$ cat config.mk
export PLATFORM = sky130hd
export DESIGN_NAME = uart_rx_deframer
export DESIGN_NICKNAME = d
export VERILOG_FILES = /design/src/rtl/uart_rx_deframer_pkg.sv /design/src/rtl/sync_fifo.sv /design/src/rtl/uart_rx_deframer.sv
export SDC_FILE = /design/constraint.sdc
export NUM_CORES = 1
export LEC_CHECK = 0
export CORE_MARGIN = 5
export CORE_UTILIZATION = 40
export CTS_CLUSTER_SIZE = 20
export DETAILED_ROUTE_END_ITERATION = 16
export GPL_TIMING_DRIVEN = 0
export PLACE_DENSITY = 0.67
export SYNTH_ARGS = -nofsm -noshare
export SYNTH_HDL_FRONTEND = slang
export SYNTH_SLANG_ARGS = --single-unit
$ cat constraint.sdc
create_clock -name clk -period 4 [get_ports clk]
set_input_delay 0.8 -clock clk [delete_from_list [all_inputs] [get_ports clk]]
set_output_delay 0.8 -clock clk [all_outputs]
set_load 0.05 [all_outputs]
$ cat src/rtl/uart_rx_deframer_pkg.sv
// Shared types and frame-layout helpers for the UART receive deframer.
// Frame layout: start at bit 0, data LSB-first above it, optional parity, then stop bits.
package uart_rx_pkg;

  typedef enum logic [1:0] {
    NONE = 2'd0,
    ODD  = 2'd1,
    EVEN = 2'd2
  } parity_e;

  localparam int MAX_DATA_W = 9;

  // Widest-case queue entry; narrower configurations use the low data bits.
  typedef struct packed {
    logic                  parity_err;
    logic                  frame_err;
    logic [MAX_DATA_W-1:0] data;
  } rx_entry_t;

  function automatic int frame_w(input int data_w, input int parity, input int stop_bits);
    return 1 + data_w + ((parity != 0) ? 1 : 0) + stop_bits;
  endfunction

  function automatic int par_pos(input int data_w);
    return data_w + 1;
  endfunction

  function automatic int stop_lo(input int data_w, input int parity);
    return data_w + 1 + ((parity != 0) ? 1 : 0);
  endfunction

endpackage

$ cat src/rtl/sync_fifo.sv
// Single-clock FIFO with a registered head word that tracks the next entry to pop.
// The head reads zero whenever the FIFO is empty.
module sync_fifo #(
  parameter  int WIDTH = 8,
  parameter  int DEPTH = 8,
  localparam int AW    = $clog2(DEPTH)
) (
  input  logic             clk,
  input  logic             rst,
  input  logic             i_push,
  input  logic [WIDTH-1:0] i_wr_data,
  input  logic             i_pop,
  output logic [WIDTH-1:0] o_rd_data,
  output logic [AW:0]      o_level,
  output logic             o_empty,
  output logic             o_full
);

  logic [WIDTH-1:0] r_mem [DEPTH];
  logic [AW:0]      r_wr_ptr;
  logic [AW:0]      r_rd_ptr;
  logic [WIDTH-1:0] r_rd_data;

  logic             w_push;
  logic             w_pop;
  logic [AW:0]      w_wr_ptr_nxt;
  logic [AW:0]      w_rd_ptr_nxt;

  assign o_level = r_wr_ptr - r_rd_ptr;
  assign o_empty = (r_wr_ptr == r_rd_ptr);
  assign o_full  = (r_wr_ptr[AW] != r_rd_ptr[AW]) &&
                   (r_wr_ptr[AW-1:0] == r_rd_ptr[AW-1:0]);

  // A pop on a full FIFO frees the slot that a same-cycle push then fills.
  assign w_pop  = i_pop & ~o_empty;
  assign w_push = i_push & (~o_full | w_pop);

  assign w_wr_ptr_nxt = r_wr_ptr + (AW+1)'(w_push);
  assign w_rd_ptr_nxt = r_rd_ptr + (AW+1)'(w_pop);

  always_ff @(posedge clk) begin
    if (w_push) begin
      r_mem[r_wr_ptr[AW-1:0]] <= i_wr_data;
    end
  end

  always_ff @(posedge clk or posedge rst) begin
    if (rst) begin
      r_wr_ptr <= '0;
      r_rd_ptr <= '0;
    end else begin
      r_wr_ptr <= w_wr_ptr_nxt;
      r_rd_ptr <= w_rd_ptr_nxt;
    end
  end

  // Head register: bypass the incoming word when it becomes the new head.
  always_ff @(posedge clk or posedge rst) begin
    if (rst) begin
      r_rd_data <= '0;
    end else if (w_wr_ptr_nxt == w_rd_ptr_nxt) begin
      r_rd_data <= '0;
    end else if (w_push && (r_wr_ptr[AW-1:0] == w_rd_ptr_nxt[AW-1:0])) begin
      r_rd_data <= i_wr_data;
    end else begin
      r_rd_data <= r_mem[w_rd_ptr_nxt[AW-1:0]];
    end
  end

  assign o_rd_data = r_rd_data;

endmodule

$ cat src/rtl/uart_rx_deframer.sv
// UART receive deframer: captures parallel frames, checks start/stop/parity,
// queues payload with error flags and keeps overrun and error statistics.
module uart_rx_deframer
  import uart_rx_pkg::*;
#(
  parameter  int DATA_W    = 8,
  parameter  int PARITY    = 2,
  parameter  int STOP_BITS = 1,
  parameter  int DEPTH     = 8,
  localparam int FRAME_W   = frame_w(DATA_W, PARITY, STOP_BITS),
  localparam int LVL_W     = $clog2(DEPTH) + 1
) (
  input  logic               clk,
  input  logic               rst,
  input  logic [FRAME_W-1:0] frame_in,
  input  logic               frame_valid,
  output logic [DATA_W-1:0]  m_data,
  output logic               m_frame_err,
  output logic               m_parity_err,
  output logic               m_valid,
  input  logic               m_ready,
  output logic               done_flag,
  output logic               overrun,
  input  logic               clr_ovr,
  input  logic               clr_stats,
  output logic [15:0]        cnt_frame_err,
  output logic [15:0]        cnt_parity_err,
  output logic [15:0]        cnt_overrun,
  output logic [LVL_W-1:0]   level
);

  localparam int STOP_LO = stop_lo(DATA_W, PARITY);
  localparam int FIFO_W  = DATA_W + 2;

  logic [FRAME_W-1:0] r_cap_q;
  logic               r_cap_v;
  logic               r_done;
  logic               r_ovr;
  logic [15:0]        r_cnt [3];

  logic [DATA_W-1:0]  w_data;
  logic               w_frame_err;
  logic               w_parity_err;
  logic               w_push;
  logic               w_pop;
  logic               w_drop;
  logic               w_full;
  logic               w_empty;
  logic [FIFO_W-1:0]  w_head;
  logic [2:0]         w_cnt_evt;

  always_ff @(posedge clk or posedge rst) begin
    if (rst) begin
      r_cap_q <= '0;
      r_cap_v <= 1'b0;
    end else begin
      r_cap_v <= frame_valid;
      if (frame_valid) begin
        r_cap_q <= frame_in;
      end
    end
  end

  assign w_data      = r_cap_q[DATA_W:1];
  assign w_frame_err = r_cap_q[0] | ~(&r_cap_q[FRAME_W-1:STOP_LO]);

  generate
    if (PARITY == 0) begin : g_no_par
      assign w_parity_err = 1'b0;
    end else begin : g_par
      localparam int PAR_POS = par_pos(DATA_W);
      // XOR across data and parity bit: 1 for an odd count of ones.
      logic w_par_xor;
      assign w_par_xor    = ^r_cap_q[PAR_POS:1];
      assign w_parity_err = (PARITY == int'(ODD)) ? ~w_par_xor : w_par_xor;
    end
  endgenerate

  assign w_pop  = ~w_empty & m_ready;
  assign w_push = r_cap_v & (~w_full | w_pop);
  assign w_drop = r_cap_v & w_full & ~w_pop;

  sync_fifo #(
    .WIDTH (FIFO_W),
    .DEPTH (DEPTH)
  ) u_fifo (
    .clk       (clk),
    .rst       (rst),
    .i_push    (w_push),
    .i_wr_data ({w_parity_err, w_frame_err, w_data}),
    .i_pop     (w_pop),
    .o_rd_data (w_head),
    .o_level   (level),
    .o_empty   (w_empty),
    .o_full    (w_full)
  );

  assign m_data       = w_head[DATA_W-1:0];
  assign m_frame_err  = w_head[DATA_W];
  assign m_parity_err = w_head[DATA_W+1];
  assign m_valid      = ~w_empty;

  always_ff @(posedge clk or posedge rst) begin
    if (rst) begin
      r_done <= 1'b0;
      r_ovr  <= 1'b0;
    end else begin
      r_done <= w_push;
      if (w_drop) begin
        r_ovr <= 1'b1;
      end else if (clr_ovr) begin
        r_ovr <= 1'b0;
      end
    end
  end

  assign done_flag = r_done;
  assign overrun   = r_ovr;

  // Error statistics count every checked frame, including ones dropped on overrun.
  assign w_cnt_evt = {w_drop, r_cap_v & w_parity_err, r_cap_v & w_frame_err};

  generate
    for (genvar gi = 0; gi < 3; gi++) begin : g_cnt
      always_ff @(posedge clk or posedge rst) begin
        if (rst) begin
          r_cnt[gi] <= '0;
        end else if (clr_stats) begin
          r_cnt[gi] <= '0;
        end else if (w_cnt_evt[gi] && (r_cnt[gi] != 16'hFFFF)) begin
          r_cnt[gi] <= r_cnt[gi] + 16'd1;
        end
      end
    end
  endgenerate

  assign cnt_frame_err  = r_cnt[0];
  assign cnt_parity_err = r_cnt[1];
  assign cnt_overrun    = r_cnt[2];

endmodule

==> flow_metrics.env, run 1 <==
export IMPL_nNetsFinal=660
export IMPL_avgSynthCellArea_um2=13.65
export IMPL_stdcell_count=874
export IMPL_worstHoldPathCells=1
export IMPL_syn_nets=558
export IMPL_worstPathArrival_ns=3.98
export IMPL_swShare_pct=38.10
export IMPL_multi_input_area_um2=2699
export IMPL_crit_end="u_fifo.o_rd_data[7]"
export IMPL_cp_slowest_stage_delay_ns=0.59
export IMPL_fin_crit_sh_pct=92.61
export IMPL_cts_buffers=17
export IMPL_seq_area_frac_synth_pct=60.89
export IMPL_top_level_ports=82
export IMPL_finalSetupViolations=0
export IMPL_ys_types=48
export IMPL_cts_root_buf="clkbuf_16"
export IMPL_design_area_um2=8972
export IMPL_regToRegSetupSlack_ns=0.30
export IMPL_max_freq_mhz=270.0
export IMPL_syn_area_um2=7233
export IMPL_reg2reg_depth=11
export IMPL_cts_max_level=4
export IMPL_slowest_stage="clkbuf_1"
export IMPL_die_h_um=144.5
export IMPL_setup_ws_ns=0.2958
export IMPL_synth_edff_count=80
export IMPL_drt_iter0_markers=365
export IMPL_leakage_nw=3.280
export IMPL_dp_cells=842
export IMPL_cp_max_fo=10
export IMPL_synth_seq_cells=160
export IMPL_core_um2=17900
export IMPL_firstDrtPassIters=5
export IMPL_power_density_nw_per_um2=725.6
export IMPL_drv_slew=0
export IMPL_r2r_start="u_fifo.r_wr_ptr[1]"
export IMPL_antenna_cells=0
export IMPL_area_growth_pct=24.04
export IMPL_fillerInstances=1515
export IMPL_antenna_found_initial=0
export IMPL_r2r_end="u_fifo.o_rd_data[7]"
export IMPL_final_cell_mix="dfrtp_1 (80), clkdlybuf4s50_1 (80), edfxtp_1 (80)"
export IMPL_fin_crit_ns=3.704
export IMPL_dpl_hpwl_um=11120
export IMPL_p_int_mw=4.030
export IMPL_worstMarginPinSlew_ns=1.148
export IMPL_track_usage_pct=16.36
export IMPL_wl_per_cell_um=18.53
export IMPL_power_mw=6.510
export IMPL_layout_drive_gt1_share_pct=15.19
export IMPL_cap_violations=0
export IMPL_overflow=0
export IMPL_fin_util_pct=50.12
export IMPL_worstPathCellList="ha_1, nand3_1, nand2b_1, and2_1, ha_1, ha_1, clkbuf_1, mux4_2, mux2_2, mux2i_1, nor2_1"
export IMPL_die_x_um=144.5
export IMPL_routabilityCongestion=0.8342
export IMPL_crit_required_ns=4.28
export IMPL_cp_end_kind="flip-flop"
export IMPL_place_area_um2=8383
export IMPL_ir_drop_v=0.0009035
export IMPL_comb_power_share_pct=42.4
export IMPL_p_clk_share_pct=24.1
export IMPL_drc=0
export IMPL_clk_latency_ns=0.43
export IMPL_outcome="finished, final reports clean"
export IMPL_path_clk_slew_ns=0.07
export IMPL_grt_max_degree=60
export IMPL_path_class="flip-flop to flip-flop"
export IMPL_cts_resized=1
export IMPL_port_buffers=80
export IMPL_crit_path_frequent_cell="ha_1"
export IMPL_max_slew_margin_pct=23.18
export IMPL_synthFlopType="edfxtp_1"
export IMPL_yosys_warnings=0
export IMPL_cp_startpoint="u_fifo.r_wr_ptr[1]"
export IMPL_dieArea_um2=20870
export IMPL_routed_wl_um=16190
export IMPL_netlist_instances=530
export IMPL_finalHoldViolCount=0
export IMPL_vias_per_cell=5.408
export IMPL_rsz0062_at_grt="false"
export IMPL_clock_sinks=160
export IMPL_seqPwrFrac_pct=33.5
export IMPL_row_count=49
export IMPL_ant_nets=0
export IMPL_grt_pass1_wl_um=26340
export IMPL_num_vias=4727
export IMPL_initial_utilization_pct=40.40
export IMPL_synthArstFlopShare_pct=50.00
export IMPL_grt_pass1_vias=4920
export IMPL_ctsHoldBuffers=0
export IMPL_crit_path_start_kind="flip-flop"
export IMPL_cts_setup_buffers=0
export IMPL_place_ws_ns=-0.2865
export IMPL_ff_latch_area_um2=4404
export IMPL_min_path_type="flip-flop to flip-flop"
export IMPL_clk_path_buf_depth=2
export IMPL_power_switching_mw=2.480
export IMPL_cts_tree="built"
export IMPL_skew_ns=0.008256
## worst max-delay path, delay by kind of cell (launching register included)
kind / cells / cell delay (ns)
buffers and inverters: 1 / 0.59
DFF: 1 / 0.51
adders and majority gates: 3 / 0.95
and+or+nand+nor: 4 / 0.61
muxes: 3 / 0.90
## routing by layer
metal | track usage (%) | vias to the layer above | share of wire, %
li1 | - | 2215 | -
met4 | 5.253 | 0 | 1.7
met1 | 22.19 | 2361 | 44
met3 | 3.869 | 22 | 4.8
met2 | 26.19 | 129 | 49
met5 | 0 | - | 0
## flip-flops by register name, summed over array words and instances (netlist names), 4 cells and up
signal and count:
r_cap_q 11, cnt_overrun 16, u_fifo.o_rd_data 10, u_fifo.r_wr_ptr 4, cnt_frame_err 16, u_fifo.r_rd_ptr 4
u_fifo.r_mem 80, cnt_parity_err 16
## metrics by stage
step | hold WS, ns | TNS [ns]
after detailed placement | 0.4750 | -2.248
after global placement | 0.4606 | -25.67
after global routing | 0.5308 | 0
after CTS | 0.4912 | 0
after floorplan | 0.4716 | 0
final | 0.4938 | 0
## final cells by class
cell class	instances	area share, %
clock buffers	19	5.174
multi-input cells	336	30.08
flip-flops and latches	160	49.09
clock inverters	13	1.269
well taps	229	3.193
plain buffers	23	1.227
repair buffers	83	9.483
inverters	11	0.4881
## power groups by stage
stage	registers, mW	clock network, mW	logic (mW)
finish	2.18	1.57	2.76
floorplan	2.41	0	1.76
global placement	2.20	0	2.68
detailed placement	2.21	0	2.77
CTS	2.18	1.60	2.81
global route	2.21	1.68	3.00
## cells by family (layout without fill, tap and decap cells)
group | after synthesis | after routing | synth area share, %
mux | 56 | 56 | 11.62
xor+xnor | 44 | 44 | 5.518
simple gates | 162 | 162 | 12.09
buf+inv | 34 | 149 | 2.058
compound gates | 63 | 63 | 5.812
flops | 160 | 160 | 60.89
fa+ha+maj | 11 | 11 | 2.007
## worst min path at each step
| stage | slack (ns) | endpoint | startpoint |
|---|---|---|---|
| floorplan | 0.47 | r_cap_q[0] | r_cap_q[0] |
| global placement | 0.46 | overrun | overrun |
| detailed placement | 0.47 | overrun | overrun |
| CTS | 0.49 | overrun | overrun |
| global route | 0.53 | r_cap_q[0] | r_cap_q[0] |
| finish | 0.49 | overrun | overrun |
## Yosys cell counts (all sizes together) (11+ instances only)
cell    number  area share, %
nand3       26            1.8
mux4        20            6.2
mux2i       12            1.7
or4         13            1.3
xnor2       20            2.4
clkbuf      16           0.85
o31ai       12            1.2
xor2        23            2.8
dfrtp       80             28
nand2       16           0.83
a21oi       21            1.5
inv         11           0.57
nor2        48            2.5
edfxtp      80             33
mux2        24            3.7
Note: power is estimated with default switching activity, not from simulation.
==> run 2, diff against run 1 <==
--- a/config.mk
+++ b/config.mk
@@ -5,6 +5,7 @@
 export SDC_FILE = /design/constraint.sdc
 export NUM_CORES = 1
 export LEC_CHECK = 0
+export CORE_ASPECT_RATIO = 0.7
 export CORE_MARGIN = 5
 export CORE_UTILIZATION = 40
 export CTS_CLUSTER_SIZE = 20
==> constraint.sdc (replaced) <==
create_clock -name clk -period 3.9 [get_ports clk]
set_input_delay 0.78 -clock clk [delete_from_list [all_inputs] [get_ports clk]]
set_output_delay 0.78 -clock clk [all_outputs]
set_load 0.05 [all_outputs]
==> run 2 against run 1 <==
Against the previous run: final cell count grew 0.80%; critical path depth decreased by 1; setup slack gained 0.0029 ns; die area up 0.21%; register-to-register slack is essentially flat.
==> flow_metrics.env, run 2 (synthesis gave the netlist of run 1 again) <==
export IMPL_outcome="finished, final reports clean"
export IMPL_antenna_found_initial=0
export IMPL_min_path_type="flip-flop to flip-flop"
export IMPL_dpl_hpwl_um=11560
export IMPL_power_mw=6.833
export IMPL_critPathTopFamily="simple AND/OR/NAND/NOR gates"
export IMPL_core_um2=17900
export IMPL_top_level_ports=82
export IMPL_crit_path_start_kind="flip-flop"
export IMPL_power_density_nw_per_um2=758.2
export IMPL_crit_path_frequent_cell="ha_1"
export IMPL_cts_max_level=4
export IMPL_area_growth_pct=24.60
export IMPL_cts_buffers=17
export IMPL_dp_cells=849
export IMPL_cap_violations=0
export IMPL_clk_latency_ns=0.42
export IMPL_max_slew_margin_pct=18.87
export IMPL_die_h_um=122.5
export IMPL_fillerInstances=1513
export IMPL_num_vias=4788
export IMPL_dieArea_um2=20920
export IMPL_nNetsFinal=660
export IMPL_fin_hold_ws_ns=0.4835
export IMPL_slowest_stage="nor4_4"
export IMPL_clock_sinks=160
export IMPL_port_buffers=80
export IMPL_layout_drive_gt1_share_pct=14.42
export IMPL_fin_crit_sh_pct=92.34
export IMPL_max_freq_mhz=277.7
export IMPL_antenna_cells=0
export IMPL_cp_end_kind="flip-flop"
export IMPL_wl_per_cell_um=18.91
export IMPL_design_area_um2=9012
export IMPL_finalSetupViolations=0
export IMPL_worstMarginPinSlew_ns=1.212
export IMPL_cts_tree="built"
export IMPL_cp_max_fo=10
export IMPL_routabilityCongestion=0.8339
export IMPL_drv_slew=0
export IMPL_stdcell_count=881
export IMPL_path_class="flip-flop to flip-flop"
export IMPL_ctsHoldBuffers=0
export IMPL_cts_root_buf="clkbuf_16"
export IMPL_crit_required_ns=4.15
export IMPL_ant_nets=0
export IMPL_clk_path_buf_depth=2
export IMPL_largest_reg_flops=80
export IMPL_finalHoldViolCount=0
export IMPL_drc=0
export IMPL_worstPathCellList="ha_1, nand3_1, nand2b_1, and2_1, ha_1, ha_1, clkbuf_2, xor2_1, nor4_4, nor2_1"
export IMPL_cts_setup_buffers=0
export IMPL_multi_input_area_um2=2706
export IMPL_firstDrtPassIters=8
export IMPL_cp_slowest_stage_delay_ns=0.66
export IMPL_final_cell_mix="dfrtp_1 (80), clkdlybuf4s50_1 (80), edfxtp_1 (80)"
export IMPL_die_x_um=170.7
export IMPL_grt_pass1_vias=4931
export IMPL_grt_max_degree=63
export IMPL_drt_iter0_markers=302
export IMPL_path_clk_slew_ns=0.06
export IMPL_ir_drop_v=0.001057
export IMPL_row_count=41
export IMPL_rsz0062_at_grt="false"
export IMPL_worstPathArrival_ns=3.85
export IMPL_vias_per_cell=5.435
export IMPL_place_area_um2=8392
export IMPL_skew_ns=0.007299
export IMPL_overflow=0
export IMPL_fin_crit_ns=3.601
export IMPL_grt_pass1_wl_um=26940
export IMPL_ff_latch_area_um2=4404
export IMPL_routed_wl_um=16660
export IMPL_crit_buf_inv=1
export IMPL_leakage_nw=3.290
export IMPL_track_usage_pct=16.61
export IMPL_initial_utilization_pct=40.40
-- run 2: final timing paths --
| kind | start | to | slack (ns) | depth (start not counted) |
|---|---|---|---|---|
| max in group asynchronous | rst | u_fifo.o_rd_data[3] | 2.64 | 3 |
| min in group asynchronous | rst | r_cap_q[7] | 0.66 | 2 |
| worst min-delay path | overrun | overrun | 0.48 | 1 |
| worst max register to register | u_fifo.r_wr_ptr[1] | u_fifo.o_rd_data[8] | 0.30 | 10 |
| worst min register to register | overrun | overrun | 0.48 | 1 |
| worst max-delay path | u_fifo.r_wr_ptr[1] | u_fifo.o_rd_data[8] | 0.30 | 10 |
-- run 2: what timing repair did --
| item | in CTS | in global routing |
|---|---|---|
| hold endpoints to repair | 0 | 0 |
| resized for setup | 2 | 5 |
| setup endpoints to repair | 10 | 9 |
-- run 2: area by class of cell --
cell class | instances | share of cell area (%)
flip-flops and latches | 160 | 48.87
multi-input cells | 336 | 30.03
repair buffers | 83 | 9.441
clock buffers | 19 | 4.804
well taps | 236 | 3.276
clock inverters | 13 | 1.860
plain buffers | 23 | 1.236
inverters | 11 | 0.4859
-- run 2: where the power goes --
group | total [mW] | internal (mW) | switching, mW
Clock | 1.70 | 1.06 | 0.642
Sequential | 2.24 | 2.10 | 0.143
Combinational | 2.89 | 1.16 | 1.73
-- run 2: worst reg2reg max path, delay by kind of cell (launching register included) --
family	cells	cell delay, ns
xor gates and xnor gates	1	0.16
adders and majority gates	3	0.98
buffers and inverters	1	0.38
DFF	1	0.51
and+or+nand+nor	5	1.41
-- run 2: layer usage --
layer	wire [µm]	vias up	part of all wire [%]	track usage [%]
li1	-	2214	-	-
met1	7882	2397	47	24.36
met2	7664	166	46	25.20
met3	1000	11	6.0	3.799
met4	114	0	0.68	4.289
met5	0	-	0	0
-- run 2: through the flow --
step,worst slack (ns),utilization (%),setup TNS [ns]
2_1_floorplan,0.4963,-,0
3_3_place_gp,-0.3357,46.52,-28.31
3_5_place_dp,-0.3800,46.87,-2.999
4_1_cts,0.09712,50.28,0
5_1_grt,0.04759,50.34,0
6_report,0.2987,50.34,0
